==> config.mk <==
export PLATFORM = sky130hd
export DESIGN_NAME = dsp_seq_ctrl_flat
export DESIGN_NICKNAME = d
export VERILOG_FILES = /design/src/rtl/dsp_pkg.sv /design/src/rtl/dsp_seq_ctrl_if.sv /design/src/rtl/dsp_seq_ctrl.sv /design/src/flat_wrapper.sv
export SDC_FILE = /design/constraint.sdc
export NUM_CORES = 1
export LEC_CHECK = 0
export BUFFER_PORTS_ARGS = -buffer_cell sky130_fd_sc_hd__buf_4
export CORE_ASPECT_RATIO = 1.5
export CORE_UTILIZATION = 47
export DETAILED_ROUTE_END_ITERATION = 10
export MAX_ROUTING_LAYER = met4
export PLACE_DENSITY = 0.8
export SLEW_MARGIN = 20
export SYNTH_ARGS = -nofsm -noshare
export SYNTH_HDL_FRONTEND = slang
export SYNTH_SLANG_ARGS = --single-unit
==> constraint.sdc <==
create_clock -name adsp_clk -period 2.25 [get_ports adsp_clk]
set_clock_uncertainty 0.05 [all_clocks]
set_input_delay 0.45 -clock adsp_clk [delete_from_list [all_inputs] [get_ports adsp_clk]]
set_output_delay 0.45 -clock adsp_clk [all_outputs]
set_load 0.01 [all_outputs]
==> src/rtl/dsp_pkg.sv <==
// Shared types and defaults for the audio DSP frame sequencer.
package dsp_pkg;

    localparam int DSP_DW           = 32;
    localparam int DSP_PROC_TIMEOUT = 64;

    localparam logic [2:0] S_IDLE    = 3'd0;
    localparam logic [2:0] S_FETCH   = 3'd1;
    localparam logic [2:0] S_CAPTURE = 3'd2;
    localparam logic [2:0] S_RUN     = 3'd3;
    localparam logic [2:0] S_DRAIN   = 3'd4;
    localparam logic [2:0] S_CFG     = 3'd5;

    typedef enum logic [2:0] {
        ST_IDLE    = S_IDLE,
        ST_FETCH   = S_FETCH,
        ST_CAPTURE = S_CAPTURE,
        ST_RUN     = S_RUN,
        ST_DRAIN   = S_DRAIN,
        ST_CFG     = S_CFG
    } dsp_state_e;

endpackage

==> src/rtl/dsp_seq_ctrl_if.sv <==
// FIFO, datapath and config handshake bundle around the frame sequencer.
interface dsp_seq_ctrl_if
    import dsp_pkg::*;
#(
    parameter int DW = DSP_DW
);
    logic                 dsp_en;
    logic                 empty;
    logic                 read_en;
    logic signed [DW-1:0] left_din;
    logic signed [DW-1:0] right_din;
    logic signed [DW-1:0] left_q;
    logic signed [DW-1:0] right_q;
    logic                 proc_start;
    logic                 proc_done;
    logic signed [DW-1:0] ch1_res;
    logic signed [DW-1:0] ch2_res;
    logic signed [DW-1:0] ch1_dout;
    logic signed [DW-1:0] ch2_dout;
    logic                 full;
    logic                 write_en;
    logic                 cfg_req;
    logic                 cfg_ack;
    logic [15:0]          frame_cnt;
    logic                 err_timeout;

    modport master (
        output dsp_en, empty, left_din, right_din,
        output proc_done, ch1_res, ch2_res,
        output full, cfg_req,
        input  read_en, left_q, right_q, proc_start,
        input  ch1_dout, ch2_dout, write_en,
        input  cfg_ack, frame_cnt, err_timeout
    );

    modport slave (
        input  dsp_en, empty, left_din, right_din,
        input  proc_done, ch1_res, ch2_res,
        input  full, cfg_req,
        output read_en, left_q, right_q, proc_start,
        output ch1_dout, ch2_dout, write_en,
        output cfg_ack, frame_cnt, err_timeout
    );

endinterface

==> src/rtl/dsp_seq_ctrl.sv <==
// Frame sequencer: pops one stereo sample, runs the datapath, pushes the
// result, and grants coefficient updates only between frames.
module dsp_seq_ctrl
    import dsp_pkg::*;
#(
    parameter int DW           = DSP_DW,
    parameter int PROC_TIMEOUT = DSP_PROC_TIMEOUT
) (
    input  logic          adsp_clk,
    input  logic          rst_n,
    dsp_seq_ctrl_if.slave bus
);

    localparam int            TW       = $clog2(PROC_TIMEOUT + 1);
    localparam logic [TW-1:0] TMO_LAST = TW'(PROC_TIMEOUT);

    dsp_state_e state;
    dsp_state_e state_nx;

    logic [TW-1:0]        tmo_cnt;
    logic                 read_en_r;
    logic                 proc_start_r;
    logic                 write_en_r;
    logic                 cfg_ack_r;
    logic signed [DW-1:0] left_q_r;
    logic signed [DW-1:0] right_q_r;
    logic signed [DW-1:0] ch1_r;
    logic signed [DW-1:0] ch2_r;
    logic [15:0]          frame_cnt_r;
    logic                 err_r;

    logic done_ok;
    logic tmo_hit;

    // The start cycle itself never accepts a done; a done on the
    // timeout cycle still wins over the timeout.
    assign done_ok = (state == ST_RUN) && !proc_start_r && bus.proc_done;
    assign tmo_hit = (state == ST_RUN) && (tmo_cnt == TMO_LAST);

    always_comb begin
        state_nx = state;
        unique case (state)
            ST_IDLE: begin
                if (bus.cfg_req)
                    state_nx = ST_CFG;
                else if (bus.dsp_en && !bus.empty)
                    state_nx = ST_FETCH;
            end
            ST_FETCH:   state_nx = ST_CAPTURE;
            ST_CAPTURE: state_nx = ST_RUN;
            ST_RUN: begin
                if (done_ok)
                    state_nx = ST_DRAIN;
                else if (tmo_hit)
                    state_nx = ST_IDLE;
            end
            ST_DRAIN: begin
                if (!bus.full)
                    state_nx = ST_IDLE;
            end
            ST_CFG:  state_nx = ST_IDLE;
            default: state_nx = ST_IDLE;
        endcase
    end

    always_ff @(posedge adsp_clk or negedge rst_n) begin
        if (!rst_n) begin
            state        <= ST_IDLE;
            read_en_r    <= 1'b0;
            proc_start_r <= 1'b0;
            write_en_r   <= 1'b0;
            cfg_ack_r    <= 1'b0;
        end else begin
            state        <= state_nx;
            read_en_r    <= (state_nx == ST_FETCH);
            proc_start_r <= (state == ST_CAPTURE);
            write_en_r   <= (state == ST_DRAIN) && !bus.full;
            cfg_ack_r    <= (state_nx == ST_CFG);
        end
    end

    always_ff @(posedge adsp_clk or negedge rst_n) begin
        if (!rst_n) begin
            tmo_cnt <= '0;
        end else if (state == ST_CAPTURE) begin
            tmo_cnt <= '0;
        end else if (state == ST_RUN) begin
            tmo_cnt <= tmo_cnt + TW'(1);
        end
    end

    always_ff @(posedge adsp_clk or negedge rst_n) begin
        if (!rst_n) begin
            left_q_r  <= '0;
            right_q_r <= '0;
            ch1_r     <= '0;
            ch2_r     <= '0;
        end else begin
            if (state == ST_CAPTURE) begin
                left_q_r  <= bus.left_din;
                right_q_r <= bus.right_din;
            end
            if (done_ok) begin
                ch1_r <= bus.ch1_res;
                ch2_r <= bus.ch2_res;
            end
        end
    end

    always_ff @(posedge adsp_clk or negedge rst_n) begin
        if (!rst_n) begin
            frame_cnt_r <= '0;
            err_r       <= 1'b0;
        end else begin
            if ((state == ST_DRAIN) && !bus.full)
                frame_cnt_r <= frame_cnt_r + 16'd1;
            if (tmo_hit && !done_ok)
                err_r <= 1'b1;
        end
    end

    assign bus.read_en     = read_en_r;
    assign bus.proc_start  = proc_start_r;
    assign bus.write_en    = write_en_r;
    assign bus.cfg_ack     = cfg_ack_r;
    assign bus.left_q      = left_q_r;
    assign bus.right_q     = right_q_r;
    assign bus.ch1_dout    = ch1_r;
    assign bus.ch2_dout    = ch2_r;
    assign bus.frame_cnt   = frame_cnt_r;
    assign bus.err_timeout = err_r;

endmodule
==> src/flat_wrapper.sv <==
// flat-port wrapper written by rule: the top's interface ports become plain ports
module dsp_seq_ctrl_flat import dsp_pkg::*;
#(
    parameter int DW           = DSP_DW,
    parameter int PROC_TIMEOUT = DSP_PROC_TIMEOUT
)
  (adsp_clk, rst_n, bus_dsp_en, bus_empty, bus_left_din, bus_right_din, bus_proc_done, bus_ch1_res, bus_ch2_res, bus_full, bus_cfg_req, bus_read_en, bus_left_q, bus_right_q, bus_proc_start, bus_ch1_dout, bus_ch2_dout, bus_write_en, bus_cfg_ack, bus_frame_cnt, bus_err_timeout);
  dsp_seq_ctrl_if #(.DW(DW)) bus_i ();
  input  logic adsp_clk;
  input  logic rst_n;
  input wire logic [$bits(bus_i.dsp_en)-1:0] bus_dsp_en;
  input wire logic [$bits(bus_i.empty)-1:0] bus_empty;
  input wire logic [$bits(bus_i.left_din)-1:0] bus_left_din;
  input wire logic [$bits(bus_i.right_din)-1:0] bus_right_din;
  input wire logic [$bits(bus_i.proc_done)-1:0] bus_proc_done;
  input wire logic [$bits(bus_i.ch1_res)-1:0] bus_ch1_res;
  input wire logic [$bits(bus_i.ch2_res)-1:0] bus_ch2_res;
  input wire logic [$bits(bus_i.full)-1:0] bus_full;
  input wire logic [$bits(bus_i.cfg_req)-1:0] bus_cfg_req;
  output wire logic [$bits(bus_i.read_en)-1:0] bus_read_en;
  output wire logic [$bits(bus_i.left_q)-1:0] bus_left_q;
  output wire logic [$bits(bus_i.right_q)-1:0] bus_right_q;
  output wire logic [$bits(bus_i.proc_start)-1:0] bus_proc_start;
  output wire logic [$bits(bus_i.ch1_dout)-1:0] bus_ch1_dout;
  output wire logic [$bits(bus_i.ch2_dout)-1:0] bus_ch2_dout;
  output wire logic [$bits(bus_i.write_en)-1:0] bus_write_en;
  output wire logic [$bits(bus_i.cfg_ack)-1:0] bus_cfg_ack;
  output wire logic [$bits(bus_i.frame_cnt)-1:0] bus_frame_cnt;
  output wire logic [$bits(bus_i.err_timeout)-1:0] bus_err_timeout;
  assign bus_i.dsp_en = bus_dsp_en;
  assign bus_i.empty = bus_empty;
  assign bus_i.left_din = bus_left_din;
  assign bus_i.right_din = bus_right_din;
  assign bus_i.proc_done = bus_proc_done;
  assign bus_i.ch1_res = bus_ch1_res;
  assign bus_i.ch2_res = bus_ch2_res;
  assign bus_i.full = bus_full;
  assign bus_i.cfg_req = bus_cfg_req;
  assign bus_read_en = bus_i.read_en;
  assign bus_left_q = bus_i.left_q;
  assign bus_right_q = bus_i.right_q;
  assign bus_proc_start = bus_i.proc_start;
  assign bus_ch1_dout = bus_i.ch1_dout;
  assign bus_ch2_dout = bus_i.ch2_dout;
  assign bus_write_en = bus_i.write_en;
  assign bus_cfg_ack = bus_i.cfg_ack;
  assign bus_frame_cnt = bus_i.frame_cnt;
  assign bus_err_timeout = bus_i.err_timeout;
  dsp_seq_ctrl #(.DW(DW), .PROC_TIMEOUT(PROC_TIMEOUT)) u_core (.adsp_clk(adsp_clk), .rst_n(rst_n), .bus(bus_i));
endmodule
Word level (Yosys, flattened, before mapping)
Index checks and enable logic that the tools add are counted.

word-level totals
  bits in registers = 159
  output and inout bits = 149
  word-level logic and storage cells = 41

operators by class
  add/sub/neg operators = 2
  eq/ne operators = 7
  muxes and demuxes = 8
  reduce and logical (&&, ||, !) cells = 12

operators by type and width
  operator                                                         number
  16-bit by 1-bit adder with 16-bit output, second input constant  1
  3-bit two-way mux                                                5
  3-bit case mux with 5 select lines                               1
  7-bit two-way mux                                                2
  7-bit by 1-bit adder with 7-bit output, second input constant    1
  7-bit == test, second input constant                             1
  3-bit by 1-bit == test with 1-bit output, second input constant  2
  3-bit by 2-bit == test with 1-bit output, second input constant  2
  3-bit == test, second input constant                             2
  1-bit logical AND                                                6
  1-bit logical NOT                                                4
  3-bit logical NOT                                                1
  2-bit nonzero test                                               1

Longest topological paths before layout
Gate-level depths: netlist (run 1).

  depth after elaboration = 6
  gate-level depth with buffers = 6
  gate-level depth less buffers = 5

Worst setup path after synthesis (run 1)
OpenSTA, ideal clock, no wires.

  kind = reg2reg
  from = reg u_core.state[0]
  to = reg u_core.frame_cnt_r[15], in the netlist u_core.bus.frame_cnt[15]
  setup time = 79 ps
  data arrival time = 1854 ps
  data required time = 2121 ps
  path slack = 267 ps
  stages on the path, launching flop included = 6
  buffers on the path = 1
  cells stage by stage = dfrtp_1 > buf_6 > or4b_4 > or4_4 > nor3_2 > xor2_1

on the way
  longest elaborated chain between the ends = 2

ends and longest elaborated chain
  item                      RTL line             source
  start: declaration        dsp_seq_ctrl.sv:17   dsp_state_e state;
  start signal: assignment  dsp_seq_ctrl.sv:74   state <= state_nx;
  3-bit == test             dsp_seq_ctrl.sv:115  if ((state == ST_DRAIN) && !bus.full)
  1-bit logical AND         dsp_seq_ctrl.sv:115
  end signal: assignment    dsp_seq_ctrl.sv:116  frame_cnt_r <= frame_cnt_r + 16'd1;
  end: declaration          dsp_seq_ctrl.sv:29   logic [15:0] frame_cnt_r;

No other way between the ends.
A chain may end at the register's enable or synchronous reset.

Worst setup path in the final report (run 1)
  from = reg u_core.state[1]
  to = reg u_core.frame_cnt_r[15], in the netlist u_core.bus.frame_cnt[15]

Same word-level chain as after synthesis.

==> run summary, run 1 <==
Hpwl dp - 11.9 mm
Die Span X - 95.5 um
Crit path max-delay family - simple AND/OR/NAND/NOR gates
Hold_ws - 0.165 ns
Power density over the cells - 1470 nW/um2
Status - completed
Leakage power - 4.39 nW
Min-Delay Endpoint - u_core.bus.read_en$_DFF_PN0_
Initial Util - 48.8%
Critical-path cell list - or4b_4 > or4_4 > nor3_2 > xor2_1
R2r startpoint - u_core.state[1]$_DFF_PN0_
Unrepaired setup endpoints after global routing - no
Synth Area in XOR/XNOR - 2.41%
Synth Instances - 411
Fill count - 856
Arrival @ worst endpoint - 2.36 ns
Post-synth top area cell - dfrtp_1
Setup TNS - 0 ns
Antenna violations before repair - 0
Simple logic cell fraction of the synthesized area - 5.78%
Kind of critical path - flip-flop to flip-flop
Total GRT Usage - 24.4%
Hold Path Depth - 2
CTS clk-pin slew, worst paths - 0.06 ns
Tcrit/Tclk final - 92.2%
Slew @ Worst Pin - 0.499 ns
Post_cts resized - 0
Max Cap Violations - 0
Die area - 13600 um2
Clock Path Buffers - 2
CTS Buf Count - 17
Worst Hold Class - primary input to flip-flop
Worst Reg-to-Reg Cells - 4
Synth Register Bits - 159
Final setup vio count - 0
# H-tree levels - 4
Fin cells - 873
Final Hold Fails - 0
Total global routing overflow - 0
Post-Route WL - 15.9 mm
Commonest non-fill, non-tap cell in the layout - buf_4
Fmax - 0.482 GHz
Critical path startpoint - u_core.state[1]$_DFF_PN0_
Final WS setup - 0.176 ns
Post-synthesis sequential area ratio - 64.5%
Remaining DRCs - 0
Synth area leaders - dfrtp_1 (65%), mux2_2 (24%), xnor2_1 (1.7%), nand2_1 (0.91%), buf_2 (0.81%)
HP Start - bus_cfg_req
Required time worst endpoint - 2.54 ns
First-pass GRT wire length - 23.8 mm
Startpoint types - flip-flop
Synth top area share - 64.5%
Post-synthesis mux area share - 23.6%
Detailed-route wire length per cell - 18.2 um
Die Span Y - 142 um
Worst vdd rail ir drop - 0.777 mV
R2r endpoint - u_core.bus.frame_cnt[15]$_DFFE_PN0P_
Area Overhead vs Synth - 48.8%
Crit-path max FO - 10
Via count - 4446
Reg2Reg Setup Slack - 0.18 ns
Final ANT Viol Nets - 0
Core ar. - 12600 um2
Worst setup EP type - flip-flop
Final Wtd Congestion - 0.787
Finished Core Util - 72.6%
Worst skew pair latency - 0.41 ns
Syn nets - 549
DR vias/cell - 5.09
Syn avg cell area - 15.0 um2
Number of global-route vias before repair - 4853
Largest net degree at the start of global routing - 65
Top Ports - 284
Relative slew slack - 66.7%
Slowest cell on crit path - or4b_4
Setup bufs post-CTS - 0
Initial drt markers - 99
Min Clock Period, post-route - 2.07 ns
CTS tree - yes
Synthesized cell area - 6170 um2
Diodes inserted - 0
Share of cells above drive strength 1 - 63.7%
Slowest stage delay, CP - 0.59 ns
Commonest non-fill, non-tap cells in the layout - buf_4 (286), dfrtp_1 (159), mux2_2 (129)
Adder-cell share of the synthesized area - 0.609%
Placed Cells - 841
Max-slew violations - 0
First-pass iteration count of the detailed router - 6
Compound-Gate Fraction of Synth Area - 1.14%
Main combinational cell family by area after synthesis - multiplexers
Fin nets - 843
FP Rows - 50
Clk sinks - 159
Crit path buffers/inverters - 0
Synth unique cells - 31
Number of port buffers - 283
CTS root buf - clkbuf_16
Pre-CTS worst setup slack - 0.165 ns
Yosys warnings - 0
state kept, by name, summed over array words and instances, names as in the netlist:
register	cells
u_core.bus.ch1_dout	32
u_core.bus.ch2_dout	32
u_core.bus.left_q	32
u_core.bus.right_q	32
u_core.bus.frame_cnt	16
u_core.tmo_cnt	7
u_core.state	3
u_core.bus.cfg_ack	1
u_core.bus.err_timeout	1
u_core.bus.proc_start	1
u_core.bus.read_en	1
u_core.bus.write_en	1
how the worst max path moves through the flow:
stage,to,slack (ns),cells past startpoint
2_1_floorplan,u_core.bus.frame_cnt[15]$_DFFE_PN0P_,0.27,5
3_3_place_gp,u_core.bus.frame_cnt[13]$_DFFE_PN0P_,0.18,5
3_5_place_dp,u_core.bus.frame_cnt[15]$_DFFE_PN0P_,0.16,5
4_1_cts,u_core.bus.frame_cnt[15]$_DFFE_PN0P_,0.18,4
5_1_grt,u_core.bus.frame_cnt[15]$_DFFE_PN0P_,0.11,4
6_report,u_core.bus.frame_cnt[15]$_DFFE_PN0P_,0.18,4
metal layers:
layer / GRT usage (%) / vias to the layer above / wire [um]
li1: - / 2016 / -
met4: 10.1 / 0 / 400
met1: 24.2 / 2197 / 5430
met5: - / - / 0
met2: 43.7 / 208 / 8940
met3: 6.84 / 25 / 1100
worst reg2reg max path, stage by stage (launching register included):
cell and delay, ns:
dfrtp_1 0.48, or4b_4 0.59, or4_4 0.58, nor3_2 0.14, xor2_1 0.16
cell families after synthesis:
| group | after synthesis |
|---|---|
| AOI/OAI and AO/OA | 13 |
| xor gates and xnor gates | 17 |
| DFF | 159 |
| buffers and inverters | 27 |
| muxes | 129 |
| and+or+nand+nor | 63 |
| adders and majority gates | 3 |
through the flow:
stage	instance area [um2]	total power, mW
after floorplan	6170	7.61
after global placement	8530	10.2
after detailed placement	8530	10.5
after CTS	9180	13.7
after global routing	9180	14.2
final	9180	13.5
report_power, final:
part           internal, mW  switching (mW)
sequential             4.16           0.753
clock                  1.98            1.14
combinational          3.18            2.30
total                  9.32            4.19
final cells by class:
class,count,area [um2],area share [%]
timing repair buffer,292,2250,24.5
multi-input combinational,225,2080,22.6
clock buffer,19,433,4.72
inverter,10,37.5,0.409
sequential,159,3980,43.4
tap,156,195,2.13
clock inverter,12,208,2.26
what timing repair did:
action,CTS,global route
endpoints found under the setup margin,0,0
hold buffers,1,0
hold endpoints to repair,48,0
cell usage after synthesis, drive strengths merged:
library cell    n
o21bai          1
a31oi           1
nand4           4
dfrtp         159
ha              3
a21oi           5
nor2b           1
or4b            2
mux2          129
inv            10
nand2b          3
xor2            5
or3b            1
nor4b           1
buf            11
nor3            9
nor2           12
or4             1
nand2          15
o22ai           1
or3             5
nor3b           2
clkbuf          6
o21ai           5
nand3           4
or2             1
xnor2          12
nand3b          2
Note: power is estimated with default switching activity, not from simulation.
==> run 2: changes to the inputs <==
- ABC_AREA: unset -> 1
- CORE_UTILIZATION: 47 -> 48
==> run summary, run 2 <==
Commonest non-fill, non-tap cell in the layout - nand2_1 (was buf_4)
Initial drt markers - 212 (was 99)
Slowest stage delay, CP - 0.45 ns (was 0.59 ns)
Crit path max-delay family - buffers and inverters (was simple AND/OR/NAND/NOR gates)
Crit-path max FO - 128 (was 10)
Placed Cells - 1175 (was 841)
Die Span Y - 148 um (was 142 um)
Diodes inserted - 0 (unchanged)
Initial Util - 49.6% (was 48.8%)
Max-slew violations - 0 (unchanged)
Critical-path cell list - inv_2 > nand2_4 > inv_6 > nand3_4 > buf_12 > o21ai_0 (was or4b_4 > or4_4 > nor3_2 > xor2_1)
First-pass GRT wire length - 28.8 mm (was 23.8 mm)
Top Ports - 284 (unchanged)
CTS Buf Count - 17 (unchanged)
Worst Reg-to-Reg Cells - 6 (was 4)
Die area - 14600 um2 (was 13600 um2)
Fin cells - 1208 (was 873)
Synth Flop Type - dfrtp_1 (unchanged)
DR vias/cell - 4.78 (was 5.09)
Slowest cell on crit path - buf_12 (was or4b_4)
CTS clk-pin slew, worst paths - 0.06 ns (about the same)
Power density over the cells - 1390 nW/um2 (was 1470 nW/um2)
Tcrit/Tclk final - 72.4% (was 92.2%)
Worst vdd rail ir drop - 0.638 mV (was 0.777 mV)
Remaining DRCs - 0 (unchanged)
Setup TNS - 0 ns (unchanged)
Synth Register Bits - 159 (unchanged)
First-pass iteration count of the detailed router - 4 (was 6)
Status - completed (unchanged)
Hold_buf cts - 1 (unchanged)
Synth Instances - 749 (was 411)
Total power - 13.4 mW (was 13.5 mW)
Relative slew slack - 61.0% (was 66.7%)
Min Clock Period, post-route - 1.63 ns (was 2.07 ns)
Worst skew pair latency - 0.41 ns (about the same)
Yosys warnings - 0 (unchanged)
Final setup vio count - 0 (unchanged)
Fmax - 0.614 GHz (was 0.482 GHz)
Setup bufs post-CTS - 0 (unchanged)
Share of cells above drive strength 1 - 35.9% (was 63.7%)
Worst Hold Class - primary input to flip-flop (unchanged)
FP Rows - 52 (was 50)
Synth top area share - 58.7% (was 64.5%)
Die Span X - 99.1 um (was 95.5 um)
Synth area leaders - dfrtp_1 (59%), nand2_1 (18%), o21ai_2 (5.7%), inv_1 (4.9%), o21ai_0 (2.5%) (was dfrtp_1 (65%), mux2_2 (24%), xnor2_1 (1.7%), nand2_1 (0.91%), buf_2 (0.81%))
Commonest non-fill, non-tap cells in the layout - nand2_1 (317), buf_4 (289), dfrtp_1 (159) (was buf_4 (286), dfrtp_1 (159), mux2_2 (129))
Max Cap Violations - 0 (unchanged)
Total GRT Usage - 26.1% (was 24.4%)
Synth unique cells - 28 (was 31)
CTS root buf - clkbuf_16 (unchanged)
CP Depth - 6 (was 4)
Required time worst endpoint - 2.46 ns (was 2.54 ns)
Cell with the most instances after synthesis - nand2_1 (was dfrtp_1)
Post_cts resized - 0 (unchanged)
Final ANT Viol Nets - 0 (unchanged)
Top cells by count, synth - nand2_1 (317), dfrtp_1 (159), inv_1 (89) (was dfrtp_1 (159), mux2_2 (129), nand2_1 (15))
Post-synth top area cell - dfrtp_1 (unchanged)
Crit path buffers/inverters - 3 (was 0)
Core ar. - 13700 um2 (was 12600 um2)
Leakage power - 5.38 nW (was 4.39 nW)
Number of global-route vias before repair - 5897 (was 4853)
Arrival @ worst endpoint - 1.84 ns (was 2.36 ns)
EDFF count, synth - 0 (unchanged)
Post-Route WL - 17.5 mm (was 15.9 mm)
Hold Path Depth - 3 (was 2)
Slew @ Worst Pin - 0.585 ns (was 0.499 ns)
Area Overhead vs Synth - 42.0% (was 48.8%)
Reg2Reg Setup Slack - 0.62 ns (was 0.18 ns)
Startpoint types - flip-flop (unchanged)
# H-tree levels - 4 (unchanged)
Clk sinks - 159 (unchanged)
Synth async-reset ratio - 100% (unchanged)
Syn avg cell area - 9.06 um2 (was 15.0 um2)
Largest net degree at the start of global routing - 129 (was 65)
Final Hold Fails - 0 (unchanged)
Hpwl dp - 13.0 mm (was 11.9 mm)
Syn nets - 887 (was 549)
Unrepaired setup endpoints after global routing - no (unchanged)
Final Wtd Congestion - 0.860 (was 0.787)
Via count - 5778 (was 4446)
Number of port buffers - 283 (unchanged)
Clock Path Buffers - 2 (unchanged)
Fin nets - 1171 (was 843)
Post-synthesis sequential area ratio - 58.7% (was 64.5%)
Antenna violations before repair - 0 (unchanged)
Synthesized cell area - 6780 um2 (was 6170 um2)
Worst setup EP type - flip-flop (unchanged)
Detailed-route wire length per cell - 14.5 um (was 18.2 um)
Kind of critical path - flip-flop to flip-flop (unchanged)
CTS tree - yes (unchanged)
Total global routing overflow - 0 (unchanged)
-- run 2: cell types whose count changed in the layout (fill, tap and decap cells not counted), moves of 5 or more --
cell,previous run,this run
nand2_1,15,317
mux2_2,129,0
inv_1,10,89
o21ai_2,0,44
o21ai_0,5,34
nor2_1,12,24
xnor2_1,12,0
nand3_1,4,13
or3_1,5,0
xor2_1,5,10
-- run 2: tightest hold or removal path, delay by kind of cell --
kind	cells	cell delay, ns
buf+inv	1	0.08
simple gates	2	0.09
-- run 2: report_power, final --
group	switching (mW)	internal [mW]
combinational	2.87	2.48
clock	1.16	1.93
sequential	0.815	4.11
-- run 2: kinds of logic after synthesis --
logic type	after synthesis	share of synthesized area, %
AO/OA/AOI/OAI	84	8.73
adder cells (fa/ha/maj)	3	0.553
buffers and inverters	123	9.04
flip-flops	159	58.7
AND/OR/NAND/NOR	370	21.7
XOR/XNOR	10	1.29
-- run 2: final cells by class --
class | instances | area [um2]
clock buffer | 21 | 460
clock inverter | 11 | 176
fill | 1098 | 4030
inverter | 93 | 354
multi-input combinational | 467 | 2190
sequential | 159 | 3980
tap | 162 | 203
timing repair buffer | 295 | 2270
-- run 2: through the flow --
step           worst slack [ns]  util [%]  instance area (um2)  hold WS, ns
2_1_floorplan             0.871         -                 6780        0.104
3_3_place_gp              0.624      65.8                 8990        0.355
3_5_place_dp              0.582      65.8                 8990        0.353
4_1_cts                   0.614      70.5                 9630        0.170
5_1_grt                   0.460      70.5                 9630        0.172
6_report                  0.621      70.5                 9630        0.186
-- run 2: per-layer routing --
metal / part of all wire, % / wire [um] / global-route usage (%) / vias to the layer above
met3: 6.8 / 1190 / 6.76 / 40
li1: - / - / - / 2847
met2: 52 / 9140 / 44.3 / 226
met4: 3.2 / 561 / 11.0 / 0
met5: 0 / 0 / - / -
met1: 38 / 6600 / 29.2 / 2665
-- run 2: worst paths after layout --
check / start / endpoint
min: bus_left_din[27] / u_core.bus.left_q[27]$_DFFE_PN0P_
max in group asynchronous: rst_n / u_core.bus.right_q[2]$_DFFE_PN0P_
max: u_core.state[2]$_DFF_PN0_ / u_core.bus.ch2_dout[20]$_DFFE_PN0P_
min in group asynchronous: rst_n / u_core.bus.ch2_dout[0]$_DFFE_PN0P_
max reg2reg: u_core.state[2]$_DFF_PN0_ / u_core.bus.ch2_dout[20]$_DFFE_PN0P_
min reg2reg: u_core.bus.right_q[26]$_DFFE_PN0P_ / u_core.bus.right_q[26]$_DFFE_PN0P_
